<file path="src/rtl/serial_add_ctrl_pkg.sv">
// Shared definitions for the bit-serial add/subtract controller:
// FSM state encoding and the supported operand width range.
`timescale 1ns/1ps
package serial_add_ctrl_pkg;

   // Controller states, 2-bit encoding.
   typedef enum logic [1:0] {
      ST_IDLE = 2'd0,
      ST_RUN  = 2'd1,
      ST_DONE = 2'd2
   } state_e;

   // Supported operand/result width range.
   localparam int WIDTH_MIN = 2;
   localparam int WIDTH_MAX = 32;

   // Width of the bit counter for a given operand width.
   function automatic int cnt_width(input int width);
      return (width > 1) ? $clog2(width) : 1;
   endfunction

endpackage

</file>
<file path="src/rtl/serial_add_ctrl_fa_cell.sv">
// Single-bit full adder. It is the only arithmetic in the serial datapath,
// so the critical path between registers is one full-adder stage.
`timescale 1ns/1ps
module fa_cell (
   input  logic a,
   input  logic b,
   input  logic ci,
   output logic s,
   output logic co
);

   // Sum and carry of one bit position.
   always_comb begin
      s  = a ^ b ^ ci;
      co = (a & b) | (a & ci) | (b & ci);
   end

endmodule

</file>
<file path="src/rtl/serial_add_ctrl.sv">
// Bit-serial add/subtract controller. Operands are captured on an accepted
// start, processed LSB first through one full-adder cell with a registered
// carry, and the result word is published on the RUN->DONE edge, where it
// holds until the next result.
`timescale 1ns/1ps
module serial_add_ctrl
   import serial_add_ctrl_pkg::*;
#(
   parameter int WIDTH = 8
) (
   input  logic             clk,
   input  logic             rst_n,
   input  logic             start,
   input  logic             sub,
   input  logic [WIDTH-1:0] a,
   input  logic [WIDTH-1:0] b,
   input  logic             cin,
   output logic             busy,
   output logic             done,
   output logic [WIDTH-1:0] sum,
   output logic             cout,
   output logic             ovf
);

   localparam int CW = cnt_width(WIDTH);
   localparam logic [CW-1:0] CNT_LAST = CW'(WIDTH - 1);
   localparam logic [CW-1:0] CNT_ONE  = CW'(1);

   state_e           state_q, state_d;
   logic [WIDTH-1:0] sha_q, sha_d;
   logic [WIDTH-1:0] shb_q, shb_d;
   logic [WIDTH-1:0] acc_q, acc_d;
   logic             carry_q, carry_d;
   logic [CW-1:0]    cnt_q, cnt_d;
   logic [WIDTH-1:0] sum_q, sum_d;
   logic             cout_q, cout_d;
   logic             ovf_q, ovf_d;
   logic             busy_q, busy_d;
   logic             done_q, done_d;

   logic             cell_s;
   logic             cell_co;

   fa_cell u_fa_cell (
      .a  (sha_q[0]),
      .b  (shb_q[0]),
      .ci (carry_q),
      .s  (cell_s),
      .co (cell_co)
   );

   // Next-state, datapath update and output-register inputs.
   always_comb begin
      state_d = state_q;
      sha_d   = sha_q;
      shb_d   = shb_q;
      acc_d   = acc_q;
      carry_d = carry_q;
      cnt_d   = cnt_q;
      sum_d   = sum_q;
      cout_d  = cout_q;
      ovf_d   = ovf_q;

      case (state_q)
         ST_IDLE, ST_DONE: begin
            // A start in DONE is accepted just like IDLE for back-to-back use.
            if (start) begin
               sha_d   = a;
               shb_d   = sub ? ~b : b;
               carry_d = sub ? 1'b1 : cin;
               acc_d   = {WIDTH{1'b0}};
               cnt_d   = {CW{1'b0}};
               state_d = ST_RUN;
            end else begin
               state_d = ST_IDLE;
            end
         end
         ST_RUN: begin
            sha_d   = {1'b0, sha_q[WIDTH-1:1]};
            shb_d   = {1'b0, shb_q[WIDTH-1:1]};
            acc_d   = {cell_s, acc_q[WIDTH-1:1]};
            carry_d = cell_co;
            cnt_d   = cnt_q + CNT_ONE;
            if (cnt_q == CNT_LAST) begin
               // MSB edge: carry_q is the carry into the MSB.
               sum_d   = {cell_s, acc_q[WIDTH-1:1]};
               cout_d  = cell_co;
               ovf_d   = carry_q ^ cell_co;
               cnt_d   = {CW{1'b0}};
               state_d = ST_DONE;
            end else begin
               state_d = ST_RUN;
            end
         end
         default: begin
            state_d = ST_IDLE;
         end
      endcase

      busy_d = (state_d == ST_RUN);
      done_d = (state_d == ST_DONE);
   end

   // State, datapath and output registers; reset discards any partial operation.
   always_ff @(posedge clk or negedge rst_n) begin
      if (!rst_n) begin
         state_q <= ST_IDLE;
         sha_q   <= {WIDTH{1'b0}};
         shb_q   <= {WIDTH{1'b0}};
         acc_q   <= {WIDTH{1'b0}};
         carry_q <= 1'b0;
         cnt_q   <= {CW{1'b0}};
         sum_q   <= {WIDTH{1'b0}};
         cout_q  <= 1'b0;
         ovf_q   <= 1'b0;
         busy_q  <= 1'b0;
         done_q  <= 1'b0;
      end else begin
         state_q <= state_d;
         sha_q   <= sha_d;
         shb_q   <= shb_d;
         acc_q   <= acc_d;
         carry_q <= carry_d;
         cnt_q   <= cnt_d;
         sum_q   <= sum_d;
         cout_q  <= cout_d;
         ovf_q   <= ovf_d;
         busy_q  <= busy_d;
         done_q  <= done_d;
      end
   end

   assign busy = busy_q;
   assign done = done_q;
   assign sum  = sum_q;
   assign cout = cout_q;
   assign ovf  = ovf_q;

endmodule

</file>
<file path="config.mk">
export PLATFORM = sky130hd
export DESIGN_NAME = serial_add_ctrl
export DESIGN_NICKNAME = d
export VERILOG_FILES = /design/src/rtl/serial_add_ctrl_pkg.sv /design/src/rtl/serial_add_ctrl_fa_cell.sv /design/src/rtl/serial_add_ctrl.sv
export SDC_FILE = /design/constraint.sdc
export NUM_CORES = 1
export LEC_CHECK = 0
export BUFFER_PORTS_ARGS = -buffer_cell sky130_fd_sc_hd__buf_2
export CORE_ASPECT_RATIO = 1.5
export CORE_MARGIN = 8
export CORE_UTILIZATION = 30
export CTS_BUF_LIST = sky130_fd_sc_hd__clkbuf_8
export CTS_CLUSTER_DIAMETER = 200
export CTS_CLUSTER_SIZE = 30
export DETAILED_ROUTE_END_ITERATION = 6
export GPL_TIMING_DRIVEN = 0
export PLACE_DENSITY_LB_ADDON = 0.1
export SKIP_CTS_REPAIR_TIMING = 1
export SYNTH_ARGS = -nofsm -noshare
export SYNTH_HDL_FRONTEND = slang
export SYNTH_SLANG_ARGS = --single-unit
</file>
<file path="constraint.sdc">
create_clock -name clk -period 2.1 [get_ports clk]
set_input_delay 0.21 -clock clk [delete_from_list [all_inputs] [get_ports clk]]
set_output_delay 0.21 -clock clk [all_outputs]
set_load 0.03 [all_outputs]
</file>
# After elaboration in Yosys (flattened, before gate mapping)
# Cells that the tools add are included.
# Widths: inputs -> output; s select.
# totals
regBits	42
in_bits	21
word_cells	48
# op_classes
add_sub_neg	1
n_eq_ne	6
muxes	16
bitwise	9
n_reduce_logical	5
# ops
cell	n
$pmux 8 s2	3
$mux 8	4
$not 8->8	1
$mux 3	2
$pmux 3 s2	1
$eq 2x1->1 const B	2
$eq 2x2->1 const B	2
$pmux 2 s2	1
$reduce_and 2->1	2
$add 3x1->3 const B	1
$and 1x1->1	3
$eq 3x3->1 const B	1
$mux 1	3
$xor 1x1->1	3
$logic_not 2->1	1
$mux 2	1
$ne 2x2->1 const B	1
$or 1x1->1	2
$pmux 1 s2	1
$reduce_bool 2->1	1
$reduce_or 2->1	1

# Depth between registers and ports, before layout
# logic_depth
depth_word	4
depth_mapped	6
mapped_depth_nobuf	5

# Cells and area by module
# From an unflattened synthesis, not the netlist that was laid out.
# unflattened
cells_unflattened	136
area_unflattened_um2	1735.4
# by_module_without_submodules
mod	instances	cells_per_inst	area_per_inst_um2	seq_area_each_um2
serial_add_ctrl	1	135	1715.4	1026.0
fa_cell	1	1	20.0	0.0

# Worst setup path before layout
# No wires, ideal clock.
# synth_path
path_type	flip-flop to flip-flop
startpoint	register cnt_q[0]
endpoint	register cout_q, in the netlist cout
t_arrival_ns	1.425
setup_slack_ns	0.550
stages_incl_launch_ff	6
period_less_slack_ns	1.550
path_cell_list	dfrtp_1 ha_1 ha_1 nand3b_1 buf_4 mux2_2
# synth_between
elab_chain_len	2
# synth_rtl
element	line	source
from (decl)	serial_add_ctrl.sv:34	logic [CW-1:0] cnt_q, cnt_d;
from (signal assigned)	serial_add_ctrl.sv:112	cnt_q <= {CW{1'b0}};
from (signal assigned)	serial_add_ctrl.sv:124	cnt_q <= cnt_d;
$eq 3x3->1	serial_add_ctrl.sv:84	if (cnt_q == CNT_LAST) begin
$reduce_and 2->1 (no line)	--	
to (signal assigned)	serial_add_ctrl.sv:126	cout_q <= cout_d;
to (decl)	serial_add_ctrl.sv:36	logic cout_q, cout_d;
# No other way between the ends.
# A chain may end at the register's enable or synchronous reset.

# Final worst setup path
# layout_path
startpoint	register cnt_q[0]
endpoint	register sum_q[3], in the netlist sum[3]
# layout_between
elab_chain_len	2
# layout_rtl
element	line	source
$eq 3x3->1	serial_add_ctrl.sv:84	
$reduce_and 2->1 (no line)	--	
to (signal assigned)	serial_add_ctrl.sv:113	sum_q <= {WIDTH{1'b0}};
to (signal assigned)	serial_add_ctrl.sv:125	sum_q <= sum_d;
to (decl)	serial_add_ctrl.sv:35	logic [WIDTH-1:0] sum_q, sum_d;
# No other way between the ends.

==> results.cfg <==
[outcome]
outcome = finished clean

[cts]
cts_buffers = 5
clk_path_buf_depth = 2
clock_latency_ns = 0.29
clkTransAtPathRegs_ns = 0.08
numClockSinks = 41
htree_levels = 2
cts_tree = yes
cts_root_buf = clkbuf_8

[detailed_routing]
ant_nets = 0
drt_iter0_drc = 47
vias_per_cell = 4.78
wl_per_cell_um = 15.3
drcViolationCount = 0
vias = 1180
routed_wl_um = 3780
first_pass_iters = 5

[placement]
port-buffer-count = 31
dp_slack_ns = 0.362
place_hpwl_um = 2700
gp_congestion = 0.731
dp.cells = 239

[global_route]
track_usage_pct = 9.47
grt_pass1_wl_um = 6400
antenna_found_initial = 0
grt-ovfl-total = 0
grt_max_degree = 42
grt_pass1_vias = 1308

[worst_setup_path]
end_kind = register
critical_path_class = register to register
critical_path.max_fanout = 10
crit_required_ns = 2.28
rr_endpoint = sum[3]$_DFFE_PN0P_
worstPathArrival_ns = 1.90
r2r_start = cnt_q[0]$_DFFE_PN0P_
cp-start-kind = register
reg2reg_slack_ns = 0.38
reg2regPathDepth = 5

[floorplanning]
io_pins = 33
rows = 34
initial_core_util_pct = 30.4
die_area_um2 = 8520
die-height_um = 109
core-area_um2 = 5700
dieWidth_um = 78.1

[cells_and_area]
syn_to_final_growth_pct = 21.8
stdcell_count = 247
nFillCells = 598
drive_above_1_share_pct = 34.3
final_net_count = 198
layout.cells.most_common = dfrtp_1
final_cell_mix = dfrtp_1, buf_2, a22o_1, nor2_1, mux2_2
diodes = 0

[sta]
rsz0062_at_grt = no
fin_crit_sh_pct = 82.0
fin_worst_skew_ns = 0.00570
fin_tns_setup_ns = 0
hold_viol = 0
slew_headroom_pct = 38.0
slew_violations = 0
max_slew.worst_pin.slew_ns = 0.930
setup_viol = 0
setup_ws_ns = 0.378
max_freq_mhz = 581
period_minus_slack_ns = 1.72

[yosys]
synthSimpleGateAreaFrac_pct = 8.72
synth_fa_ha_area_share_pct = 2.60
postSynth.asyncResetShare_pct = 100
synth_cells = 136
synth_top_cell_area_share_pct = 59.1
syn-mean-instance-area_um2 = 12.8
synth_xor_area_share_pct = 4.54
synth_top_family_by_area = compound AO/OA/AOI/OAI gates
syn_nets = 160
yosys_warnings = 0
synth_compound_area_share_pct = 14.5
synth_top_area_cell = dfrtp_1
muxShareOfSynthArea_pct = 5.84
synth_edf_count = 0
synth_ff_type = dfrtp_1
ys_types = 26
yosysSeqAreaShare_pct = 59.1
ys_ff_latch = 41
syn_area_um2 = 1740
synth.area.top_cells = dfrtp_1, mux2_2, a22o_1, a221o_1, xnor2_1

[worst_hold_path]
min_path_type = input pin to asynchronous set/reset pin

[power]
pwr-share-seq_pct = 39.2
p_leak_nw = 1.04
switching_share_pct = 35.4
powerDensity_nw_per_um2 = 1630
peakVddDrop_v = 0.000495
switchingPower_mw = 1.22
internal_power_mw = 2.22
pwr-share-comb_pct = 39.2
power.share.clock_pct = 21.6

[job]
max_cap_violations = 0
[cell families after synthesis]
kind of cell | count (synthesis)
buffers and inverters | 13
XOR/XNOR | 9
AO/OA/AOI/OAI | 30
flip-flops | 41
adder cells (fa/ha/maj) | 3
multiplexers | 9
AND/OR/NAND/NOR | 31
[Yosys cell counts, drive strengths merged, types with 2 or more instances]
cell type / instances
dfrtp: 41
a22o: 11
buf: 10
nor2: 10
mux2: 9
a221o: 8
nand2: 8
xnor2: 8
a22oi: 7
nand3: 7
o21ai: 3
ha: 2
inv: 2
nor2b: 2
[cell type report]
type / instances / area [um2] / area share (%)
clock inverter: 3 / 65.1 / 3.08
multi-input combinational: 82 / 628 / 29.7
timing repair buffer: 31 / 155 / 7.34
inverter: 2 / 7.51 / 0.355
clock buffer: 5 / 68.8 / 3.25
sequential: 41 / 1030 / 48.5
buffer: 11 / 73.8 / 3.49
tap: 72 / 90.1 / 4.26
[critical path, cell delays in order, from the launching register on]
cell and delay [ns]:
dfrtp_1 0.40, ha_1 0.21, ha_1 0.23, nand3b_1 0.21
buf_4 0.22, mux2_2 0.34
[routing by layer]
metal | vias to the layer above | routed length, um | GRT usage [%]
li1 | 558 | - | -
met1 | 582 | 1650 | 10.7
met2 | 35 | 1900 | 16.0
met3 | 5 | 176 | 2.97
met4 | 0 | 63 | 4.26
met5 | - | 0 | 0
[worst max path at each step]
stage,startpoint,end
after detailed placement,cnt_q[0]$_DFFE_PN0P_,sum[5]$_DFFE_PN0P_
after global routing,cnt_q[0]$_DFFE_PN0P_,sum[7]$_DFFE_PN0P_
after global placement,cnt_q[0]$_DFFE_PN0P_,sum[4]$_DFFE_PN0P_
after CTS,cnt_q[0]$_DFFE_PN0P_,sum[3]$_DFFE_PN0P_
final,cnt_q[0]$_DFFE_PN0P_,sum[3]$_DFFE_PN0P_
after floorplan,cnt_q[0]$_DFFE_PN0P_,cout$_DFFE_PN0P_
[sequential cells by signal, summed over array words and instances, names as in the netlist]
signal,cells
busy,1
cout,1
sum,8
done,1
sha_q,8
acc_q,7
cnt_q,3
ovf,1
shb_q,8
carry_q,1
state_q,2
[power by group through the flow]
stage	Sequential (mW)	Clock [mW]	Combinational (mW)
floorplan	1.51	0	0.828
global placement	1.35	0	1.35
detailed placement	1.37	0	1.38
CTS	1.35	0.768	1.39
global route	1.40	0.808	1.50
finish	1.35	0.744	1.35
[through the flow]
stage	instance area, um2	util (%)	hold WS, ns	power (mW)
5_1_grt	2110	37.1	0.125	3.71
3_5_place_dp	1980	34.7	0.411	2.75
4_1_cts	2110	37.1	0.0904	3.51
6_report	2110	37.1	0.0570	3.44
3_3_place_gp	1980	34.7	0.392	2.70
2_1_floorplan	1740	-	-0.0856	2.34
No activity file was read; power rests on OpenSTA's default activity.
